$ cat src/rtl/cpu_pkg.sv
// Shared encodings between the control unit and the execute stage:
// ALU operation codes, default datapath width and execute FSM states.
package cpu_pkg;

  localparam int WIDTH_DEF = 16;

  localparam logic [3:0] ALU_ADD = 4'd0;
  localparam logic [3:0] ALU_SUB = 4'd1;
  localparam logic [3:0] ALU_MUL = 4'd2;
  localparam logic [3:0] ALU_DIV = 4'd3;
  localparam logic [3:0] ALU_AND = 4'd4;
  localparam logic [3:0] ALU_OR  = 4'd5;
  localparam logic [3:0] ALU_XOR = 4'd6;
  localparam logic [3:0] ALU_LSL = 4'd7;
  localparam logic [3:0] ALU_LSR = 4'd8;
  localparam logic [3:0] ALU_LD  = 4'd9;
  localparam logic [3:0] ALU_ST  = 4'd10;
  localparam logic [3:0] ALU_MOV = 4'd11;
  localparam logic [3:0] ALU_CMP = 4'd12;
  localparam logic [3:0] ALU_NOP = 4'd13;

  typedef enum logic {
    ST_IDLE = 1'b0,
    ST_RUN  = 1'b1
  } state_e;

endpackage

$ cat src/rtl/iterative_muldiv.sv
// Iterative unsigned multiplier / restoring divider, one step per clock,
// WIDTH steps per operation. done marks the edge on which q is final.
module iterative_muldiv
  import cpu_pkg::*;
#(
  parameter int WIDTH = WIDTH_DEF
) (
  input  logic             clock,
  input  logic             reset,
  input  logic             start,
  input  logic             is_div,
  input  logic [WIDTH-1:0] a,
  input  logic [WIDTH-1:0] b,
  output logic             busy,
  output logic             done,
  output logic [WIDTH-1:0] q
);

  localparam int CW = $clog2(WIDTH + 1);

  logic [CW-1:0]    cnt_q, cnt_d;
  logic             busy_q, busy_d;
  logic             is_div_q, is_div_d;
  // x: multiplicand (MUL) or dividend shifting into quotient (DIV)
  // y: multiplier (MUL) or divisor (DIV); acc: product or partial remainder
  logic [WIDTH-1:0] x_q, x_d;
  logic [WIDTH-1:0] y_q, y_d;
  logic [WIDTH:0]   acc_q, acc_d;
  logic [WIDTH:0]   rem_shift;
  logic [WIDTH:0]   trial;

  always_comb begin
    cnt_d     = cnt_q;
    busy_d    = busy_q;
    is_div_d  = is_div_q;
    x_d       = x_q;
    y_d       = y_q;
    acc_d     = acc_q;
    rem_shift = {acc_q[WIDTH-1:0], x_q[WIDTH-1]};
    trial     = rem_shift - {1'b0, y_q};
    if (!busy_q) begin
      if (start) begin
        x_d      = a;
        y_d      = b;
        acc_d    = '0;
        is_div_d = is_div;
        cnt_d    = CW'(WIDTH);
        busy_d   = 1'b1;
      end
    end else begin
      if (is_div_q) begin
        if (!trial[WIDTH]) begin
          acc_d = trial;
          x_d   = {x_q[WIDTH-2:0], 1'b1};
        end else begin
          acc_d = rem_shift;
          x_d   = {x_q[WIDTH-2:0], 1'b0};
        end
      end else begin
        acc_d = acc_q + (y_q[0] ? {1'b0, x_q} : '0);
        x_d   = x_q << 1;
        y_d   = y_q >> 1;
      end
      cnt_d = cnt_q - CW'(1);
      if (cnt_q == CW'(1)) begin
        busy_d = 1'b0;
      end
    end
  end

  always_ff @(posedge clock or negedge reset) begin
    if (!reset) begin
      cnt_q    <= '0;
      busy_q   <= 1'b0;
      is_div_q <= 1'b0;
      x_q      <= '0;
      y_q      <= '0;
      acc_q    <= '0;
    end else begin
      cnt_q    <= cnt_d;
      busy_q   <= busy_d;
      is_div_q <= is_div_d;
      x_q      <= x_d;
      y_q      <= y_d;
      acc_q    <= acc_d;
    end
  end

  // q is the post-step value so the caller can register it on the done edge.
  assign busy = busy_q;
  assign done = busy_q && (cnt_q == CW'(1));
  assign q    = is_div_q ? x_d : acc_d[WIDTH-1:0];

endmodule

$ cat src/rtl/alu_exec_unit.sv
// 16-bit execute stage: single-cycle ALU ops, operand mux, flags and result
// register; MUL/DIV are delegated to the iterative_muldiv engine.
module alu_exec_unit
  import cpu_pkg::*;
#(
  parameter int WIDTH = WIDTH_DEF
) (
  input  logic             clock,
  input  logic             reset,
  input  logic             start,
  input  logic [3:0]       alu_sel,
  input  logic             imm_sel,
  input  logic [WIDTH-1:0] rs_data,
  input  logic [WIDTH-1:0] rt_data,
  input  logic [WIDTH-1:0] imm_data,
  output logic [WIDTH-1:0] result,
  output logic             done,
  output logic             busy,
  output logic             zero_flag,
  output logic             pos_flag,
  output logic             div_zero
);

  localparam int               SHW     = $clog2(WIDTH);
  localparam logic [WIDTH-1:0] WIDTH_U = WIDTH'(WIDTH);

  function automatic logic [WIDTH-1:0] shl(input logic [WIDTH-1:0] v,
                                           input logic [WIDTH-1:0] s);
    return (s >= WIDTH_U) ? '0 : (v << s[SHW-1:0]);
  endfunction

  function automatic logic [WIDTH-1:0] shr(input logic [WIDTH-1:0] v,
                                           input logic [WIDTH-1:0] s);
    return (s >= WIDTH_U) ? '0 : (v >> s[SHW-1:0]);
  endfunction

  function automatic logic is_zero(input logic [WIDTH-1:0] r);
    return r == '0;
  endfunction

  function automatic logic is_pos(input logic [WIDTH-1:0] r);
    return !r[WIDTH-1] && (r != '0);
  endfunction

  state_e           state_q, state_d;
  logic [WIDTH-1:0] result_q, result_d;
  logic             done_q, done_d;
  logic             zero_q, zero_d;
  logic             pos_q, pos_d;
  logic             divz_q, divz_d;

  logic [WIDTH-1:0] b_mux;
  logic [WIDTH-1:0] diff;
  logic [WIDTH-1:0] alu_res;
  logic             upd_res;
  logic             upd_flg;
  logic             is_md;
  logic             md_start;
  logic             md_busy;
  logic             md_done;
  logic [WIDTH-1:0] md_q;

  always_comb begin
    b_mux   = imm_sel ? imm_data : rt_data;
    diff    = rs_data - b_mux;
    alu_res = '0;
    upd_res = 1'b0;
    upd_flg = 1'b0;
    case (alu_sel)
      ALU_ADD: begin alu_res = rs_data + b_mux;      upd_res = 1'b1; upd_flg = 1'b1; end
      ALU_SUB: begin alu_res = diff;                 upd_res = 1'b1; upd_flg = 1'b1; end
      ALU_AND: begin alu_res = rs_data & b_mux;      upd_res = 1'b1; upd_flg = 1'b1; end
      ALU_OR:  begin alu_res = rs_data | b_mux;      upd_res = 1'b1; upd_flg = 1'b1; end
      ALU_XOR: begin alu_res = rs_data ^ b_mux;      upd_res = 1'b1; upd_flg = 1'b1; end
      ALU_LSL: begin alu_res = shl(rs_data, b_mux);  upd_res = 1'b1; upd_flg = 1'b1; end
      ALU_LSR: begin alu_res = shr(rs_data, b_mux);  upd_res = 1'b1; upd_flg = 1'b1; end
      ALU_LD, ALU_ST, ALU_MOV: begin
        alu_res = b_mux;
        upd_res = 1'b1;
      end
      ALU_CMP: begin alu_res = diff;                                 upd_flg = 1'b1; end
      // Only reached on the single-cycle path when the divisor is zero.
      ALU_DIV: begin alu_res = '1;                   upd_res = 1'b1; upd_flg = 1'b1; end
      default: ;
    endcase
  end

  always_comb begin
    state_d  = state_q;
    result_d = result_q;
    done_d   = 1'b0;
    zero_d   = zero_q;
    pos_d    = pos_q;
    divz_d   = divz_q;
    md_start = 1'b0;
    is_md    = (alu_sel == ALU_MUL) || ((alu_sel == ALU_DIV) && (b_mux != '0));
    case (state_q)
      ST_IDLE: begin
        if (start) begin
          if (is_md) begin
            md_start = 1'b1;
            state_d  = ST_RUN;
          end else begin
            done_d = 1'b1;
            divz_d = (alu_sel == ALU_DIV);
            if (upd_res) result_d = alu_res;
            if (upd_flg) begin
              zero_d = is_zero(alu_res);
              pos_d  = is_pos(alu_res);
            end
          end
        end
      end
      ST_RUN: begin
        if (md_done) begin
          result_d = md_q;
          zero_d   = is_zero(md_q);
          pos_d    = is_pos(md_q);
          divz_d   = 1'b0;
          done_d   = 1'b1;
          state_d  = ST_IDLE;
        end
      end
      default: state_d = ST_IDLE;
    endcase
  end

  always_ff @(posedge clock or negedge reset) begin
    if (!reset) begin
      state_q  <= ST_IDLE;
      result_q <= '0;
      done_q   <= 1'b0;
      zero_q   <= 1'b0;
      pos_q    <= 1'b0;
      divz_q   <= 1'b0;
    end else begin
      state_q  <= state_d;
      result_q <= result_d;
      done_q   <= done_d;
      zero_q   <= zero_d;
      pos_q    <= pos_d;
      divz_q   <= divz_d;
    end
  end

  iterative_muldiv #(.WIDTH(WIDTH)) u_muldiv (
    .clock  (clock),
    .reset  (reset),
    .start  (md_start),
    .is_div (alu_sel == ALU_DIV),
    .a      (rs_data),
    .b      (b_mux),
    .busy   (md_busy),
    .done   (md_done),
    .q      (md_q)
  );

  assign result    = result_q;
  assign done      = done_q;
  assign busy      = md_busy;
  assign zero_flag = zero_q;
  assign pos_flag  = pos_q;
  assign div_zero  = divz_q;

endmodule

$ cat config.mk
export PLATFORM = sky130hd
export DESIGN_NAME = alu_exec_unit
export DESIGN_NICKNAME = d
export VERILOG_FILES = /design/src/rtl/cpu_pkg.sv /design/src/rtl/iterative_muldiv.sv /design/src/rtl/alu_exec_unit.sv
export SDC_FILE = /design/constraint.sdc
export NUM_CORES = 1
export LEC_CHECK = 0
export ABC_AREA = 1
export BUFFER_PORTS_ARGS = -buffer_cell sky130_fd_sc_hd__buf_4
export CORE_MARGIN = 5
export CORE_UTILIZATION = 63
export CTS_CLUSTER_DIAMETER = 120
export DETAILED_ROUTE_END_ITERATION = 8
export PLACE_DENSITY = 0.83
export REMOVE_ABC_BUFFERS = 1
export SLEW_MARGIN = 40
export SYNTH_ARGS = -nofsm -noshare
export SYNTH_HDL_FRONTEND = slang
export SYNTH_SLANG_ARGS = --single-unit
export TNS_END_PERCENT = 5
$ cat constraint.sdc
create_clock -name clock -period 3.7 [get_ports clock]
set_input_delay 0.37 -clock clock [delete_from_list [all_inputs] [get_ports clock]]
set_output_delay 0.37 -clock clock [all_outputs]
set_load 0.02 [all_outputs]
# ---- After elaboration in Yosys (flattened, before gate mapping)
# Index checks and enable logic that the tools add are counted.
dict set report totals {
  input_bits 56
  elab_cells 120
  out_inout_bits 21
  ff_bits 77
}
dict set report op_classes {
  order_cmp 1
  shifts 2
  bitwise_logic 5
  reduce_logical 23
  n_mux 52
  n_addsub 5
  eq_ne 19
}
# operator count
set ops {}
lappend ops {{$mux W16} 14}
lappend ops {{$pmux W16 S9} 1}
lappend ops {{$mux W17} 4}
lappend ops {{$reduce_bool A16 Y1} 3}
lappend ops {{$logic_not A16 Y1} 2}
lappend ops {{$pmux W16 S2} 1}
lappend ops {{$mux W1} 25}
lappend ops {{$eq A4 B4 Y1 const B} 5}
lappend ops {{$add A17 B17 Y17} 1}
lappend ops {{$sub A17 B16 Y17} 1}
lappend ops {{$add A16 B16 Y16} 1}
lappend ops {{$and A16 B16 Y16} 1}
lappend ops {{$eq A4 B3 Y1 const B} 4}
lappend ops {{$ge A16 B5 Y1 const B} 1}
lappend ops {{$or A16 B16 Y16} 1}
lappend ops {{$shl A16 B4 Y16} 1}
lappend ops {{$shr A16 B4 Y16} 1}
lappend ops {{$sub A16 B16 Y16} 1}
lappend ops {{$xor A16 B16 Y16} 1}
lappend ops {{$reduce_or A11 Y1} 1}
lappend ops {{$mux W5} 2}
lappend ops {{$ne A2 B2 Y1 const B} 5}
lappend ops {{$pmux W1 S2} 5}
lappend ops {{$reduce_or A9 Y1} 1}
lappend ops {{other kinds (16)} 24}

# ---- Logic depth before layout (Yosys ltp)
dict set report depth {
  ltp_word 14
  mapped_depth 30
  ltp_nobuf 27
}

# ---- Cells and area by module
# Synthesis repeated with hierarchy kept, for this count alone.
dict set report unflattened {
  hier_cells 1665
  hier_area_um2 10118.5
}
# mod area_each_um2 cells_per_inst instances
set by_module_without_submodules {}
lappend by_module_without_submodules {alu_exec_unit 5117.4 907 1}
lappend by_module_without_submodules {iterative_muldiv 5001.0 758 1}

# ---- Worst setup path before layout
# No wires, ideal clock.
dict set report synth_path {
  kind {input -> register}
  startpoint {input imm_sel}
  endpoint {register pos_q, in the netlist pos_flag}
  n_path_buf 3
  t_arrival_ps 3583
  setup_time_ps 122
  path_slack_ps -4
  required_ps 3578
  path_stages 24
  path_cell_list {buf_6 buf_8 o21ai_4 buf_2 ha_1 nand3_1 nor2_1 a31oi_1 xor2_1 ha_1 nand2_1 or2_2 nand3_1 nand2_1 o21ai_0 nand2_1 nand2_1 nor2_1 nor2_1 nand2_1 nor2_1 nand3_1 a21oi_1 a21oi_2}
}
dict set report synth_via {
  elab_chain_len 14
  elab_cells_between_ends 36
  cone_classes {add/sub (2); order compare (1); eq/ne (1); shift (2); mux (17); bitwise (3); reduce/logical (10)}
}
# item line_no
set synth_lines {}
lappend synth_lines {{from (decl)} alu_exec_unit.sv:12} ;# input logic imm_sel,
lappend synth_lines {{$mux W16 *} alu_exec_unit.sv:64} ;# b_mux = imm_sel ? imm_data : rt_data;
lappend synth_lines {{parallel branches: the longest is 13 deep, another holds $ge A16 B5 Y1} --}
lappend synth_lines {{to (signal assigned)} alu_exec_unit.sv:141} ;# pos_q <= pos_d;
lappend synth_lines {{to (decl)} alu_exec_unit.sv:49} ;# logic pos_q, pos_d;
# Mark *: on every way between the ends. The select of a mux whose other input is x is not followed.
# A chain may end at the register's enable or synchronous reset.

# ---- Worst setup path after layout
dict set report layout_path {
  startpoint {input imm_sel}
  endpoint {register zero_q, in the netlist zero_flag}
}
dict set report layout_via {
  elab_chain_len 13
  elab_cells_between_ends 32
  cone_classes {add/sub (2); order compare (1); eq/ne (1); shift (2); mux (17); bitwise (3); reduce/logical (6)}
}
# item line_no
set layout_lines {}
lappend layout_lines {{$mux W16 *} alu_exec_unit.sv:64}
lappend layout_lines {{parallel branches: the longest is 12 deep, another holds $ge A16 B5 Y1} --}
lappend layout_lines {{to (signal assigned)} alu_exec_unit.sv:140} ;# zero_q <= zero_d;
lappend layout_lines {{to (decl)} alu_exec_unit.sv:48} ;# logic zero_q, zero_d;
# Marked as above.

==> results.py <==
metrics = {
    "cells_and_area": {
        "nNetsFinal": 1860,
        "layout_commonest_cell": "nand2_1",
        "antenna-diode-count": 0,
        "layout_common_cells": "nand2_1 (530), inv_1 (194), nand3_1 (158)",
        "fill_cells": 1442,
        "drive_gt1_share_pct": 12.8,
        "multi_input_area_um2": 7060,
        "area_delta_synth_final_pct": 12.1,
        "register_area_um2": 1900,
    },
    "placed_design": {
        "place_congestion": 1.02,
        "port_buffers": 76,
        "dp_hpwl_mm": 28.9,
    },
    "floorplan": {
        "die-width_um": 136,
        "core_um2": 15800,
        "start_util_pct": 63.7,
        "die-height_um": 136,
        "die_area_um2": 18600,
        "rows": 46,
        "ios": 77,
    },
    "sta": {
        "fmax_ghz": 0.292,
        "worst_slew_pin_slew_ns": 0.813,
        "hold_ws_ns": 0.0503,
        "maxSlewHeadroom_pct": 45.6,
        "rsz0062_at_grt": "true",
        "period_share_pct": 92.4,
        "finalClockSkew_ns": 0.0150,
        "hold_viol_final": 0,
        "slew_violations": 0,
        "fin_crit_ns": 3.42,
        "setup_viol": 0,
    },
    "logic_synthesis": {
        "synth_top_area_share_pct": 19.9,
        "ys_seq_elements": 76,
        "synth_area_um2": 10000,
        "synth_area_per_cell_um2": 6.14,
        "synth-edff-count": 0,
        "yosysTopAreaCell": "nand2_1",
        "yosysSeqAreaShare_pct": 18.9,
        "synth_flop_cell": "dfrtp_1",
        "ys_warn_count": 0,
        "synth_area_leaders": "nand2_1 (20%), dfrtp_1 (19%), ha_1 (10%), nand3_1 (7.9%), inv_1 (7.3%)",
        "synthArstFlopShare_pct": 100,
        "ys_types": 54,
        "syn_inst": 1636,
    },
    "drt": {
        "routed_wl_mm": 37.0,
        "wl_met2_mm": 16.3,
        "drc": 0,
        "via_per_inst": 6.11,
        "drtPass1Iterations": 6,
        "routedWlPerCell_um": 19.1,
        "dr.first_iter.drc_count": 1843,
        "vias": 11852,
        "wl_met3_mm": 3.85,
        "top_layer": "met4",
        "ant_nets": 0,
        "wl_met1_mm": 14.1,
    },
    "clocking": {
        "cts-root-buf": "clkbuf_16",
        "cts_buffer_depth": 2,
        "cts_sinks": 76,
        "path_clk_slew_ns": 0.07,
        "clk_latency_ns": 0.34,
        "cts-buffers-inserted": 9,
        "tritoncts": "yes",
        "cts_htree_levels": 3,
    },
    "grt": {
        "track_usage_pct": 40.0,
        "overflow": 0,
        "antenna_found_initial": 0,
        "grt_pass1_wl_mm": 57.8,
        "grt_pass1_vias": 10896,
        "grt_max_degree": 77,
    },
    "min_path": {
        "holdCritPathClass": "in -> async",
    },
    "critical_path": {
        "critical_path_class": "in -> reg",
        "cp.required_ns": 3.98,
        "crit_path_start_kind": "primary input",
        "critPathArrivalTime_ns": 3.70,
        "setup.worst_path.end_class": "flip-flop",
        "crit_fanout": 9,
    },
    "pwr": {
        "leakage_nw": 6.20,
        "p_total_mw": 8.36,
        "power_density_nw_per_um2": 742,
        "irDropWorstVdd_v": 0.000588,
    },
    "outcome": {
        "status": "completed",
    },
    "run": {
        "max_cap_viol_count": 0,
    },
}
[per-layer routing]
| layer | track usage, % | up-vias |
|---|---|---|
| met5 | 0 | - |
| met2 | 63.6 | 801 |
| met1 | 51.9 | 5321 |
| met3 | 5.37 | 188 |
| li1 | - | 5542 |
| met4 | 23.4 | 0 |
[critical path: stages]
cell and delay, ns:
buf_4 0.17, inv_2 0.05, buf_4 0.17, nand2_1 0.06, nand2_1 0.20, inv_1 0.16
nand2_1 0.08, nor2_1 0.12, nand3_1 0.11, nand2_1 0.14, xor2_1 0.19, inv_1 0.06
ha_2 0.39, nand2_1 0.09, nor2_1 0.20, nand3_1 0.13, nand2_1 0.10, nand2_1 0.05
nand2_1 0.05, nor2_1 0.06, nor2_1 0.15, nand2_1 0.07, nor2_1 0.12, nand3_1 0.12
a21oi_1 0.16, nand2_1 0.08, nand2_1 0.06
[final timing paths]
| kind | start | endpoint | slack, ns | cells past startpoint |
|---|---|---|---|---|
| min in group clock | rs_data[3] | u_muldiv.x_q[3]$_DFF_PN0_ | 0.34 | 3 |
| worst max-delay path | imm_sel | zero_flag$_DFFE_PN0P_ | 0.28 | 27 |
| max in group asynchronous | reset | u_muldiv.y_q[3]$_DFFE_PN0P_ | 3.14 | 1 |
| worst min register to register | result[7]$_DFFE_PN0P_ | result[7]$_DFFE_PN0P_ | 0.49 | 2 |
| worst max register to register | u_muldiv.x_q[15]$_DFF_PN0_ | zero_flag$_DFFE_PN0P_ | 0.31 | 24 |
| worst min-delay path | reset | u_muldiv.busy$_DFF_PN0_ | 0.05 | 1 |
[per-stage QoR]
stage | setup WS, ns | TNS [ns] | instances | util (%) | area, µm²
final | 0.280 | 0 | 1939 | 71.4 | 11300
after CTS | 0.148 | 0 | 1939 | 71.2 | 11200
after detailed placement | -0.0124 | -0.0124 | 1923 | 69.4 | 10900
after floorplan | -0.0462 | -0.657 | 1579 | - | 9710
after global routing | -0.00475 | -0.00475 | 1939 | 71.4 | 11300
after global placement | 0.0639 | 0 | 1923 | 69.4 | 10900
[timing repair]
action                     CTS  global route
setup endpoints to repair    0             2
resized for setup            0            10
hold buffers                 0             0
hold endpoints to repair     0             0
buffers inserted             0             0
[area by class of cell]
| cell class | instances | area share (%) |
|---|---|---|
| clock inverters | 7 | 0.500 |
| multi-input cells | 1298 | 62.7 |
| well taps | 216 | 2.40 |
| clock buffers | 9 | 2.00 |
| repair buffers | 128 | 8.60 |
| inverters | 205 | 6.86 |
| flip-flops and latches | 76 | 16.9 |
[sequential cells by signal, summed over array words and instances (netlist names)]
register and cells:
div_zero 1, done 1, pos_flag 1, result 16, state_q 1, u_muldiv.acc_q 16
u_muldiv.busy 1, u_muldiv.cnt_q 5, u_muldiv.is_div_q 1, u_muldiv.x_q 16, u_muldiv.y_q 16, zero_flag 1
[where the power goes]
group | total, mW | internal (mW) | switching, mW
clock | 0.846 | 0.464 | 0.382
sequential | 1.65 | 1.23 | 0.421
combinational | 5.86 | 2.02 | 3.84
[synth_stat cells (4+ instances only)]
cell type and number:
a211oi_1 7, a21o_1 7, a21oi_1 74, a31oi_1 8
buf_1 6, buf_2 15, buf_6 9, clkbuf_1 24
dfrtp_1 76, ha_1 83, inv_1 195, inv_2 8
nand2_1 532, nand2_2 21, nand2_4 8, nand3_1 158
nand3b_1 11, nand4_1 29, nor2_1 105, nor2_2 5
nor2_4 5, nor3_1 7, o2111ai_1 4, o211ai_1 30
o21a_1 8, o21ai_0 108, o21ai_1 8, o21ai_4 6
o21bai_1 4, o22ai_1 5, o31ai_1 4, or2_2 5
xor2_1 28
[kinds of logic (layout without fill, tap and decap cells)]
group                      count (synthesis)  after routing  synth area share, %
muxes                                      1              1                0.112
buffers and inverters                    262            349                 10.9
DFF                                       76             76                 18.9
and+or+nand+nor                          899            899                 39.4
AOI/OAI and AO/OA                        283            283                 17.1
xor gates and xnor gates                  29             29                 2.53
adders and majority gates                 86             86                 10.9
Note: power is estimated with default switching activity, not from simulation.
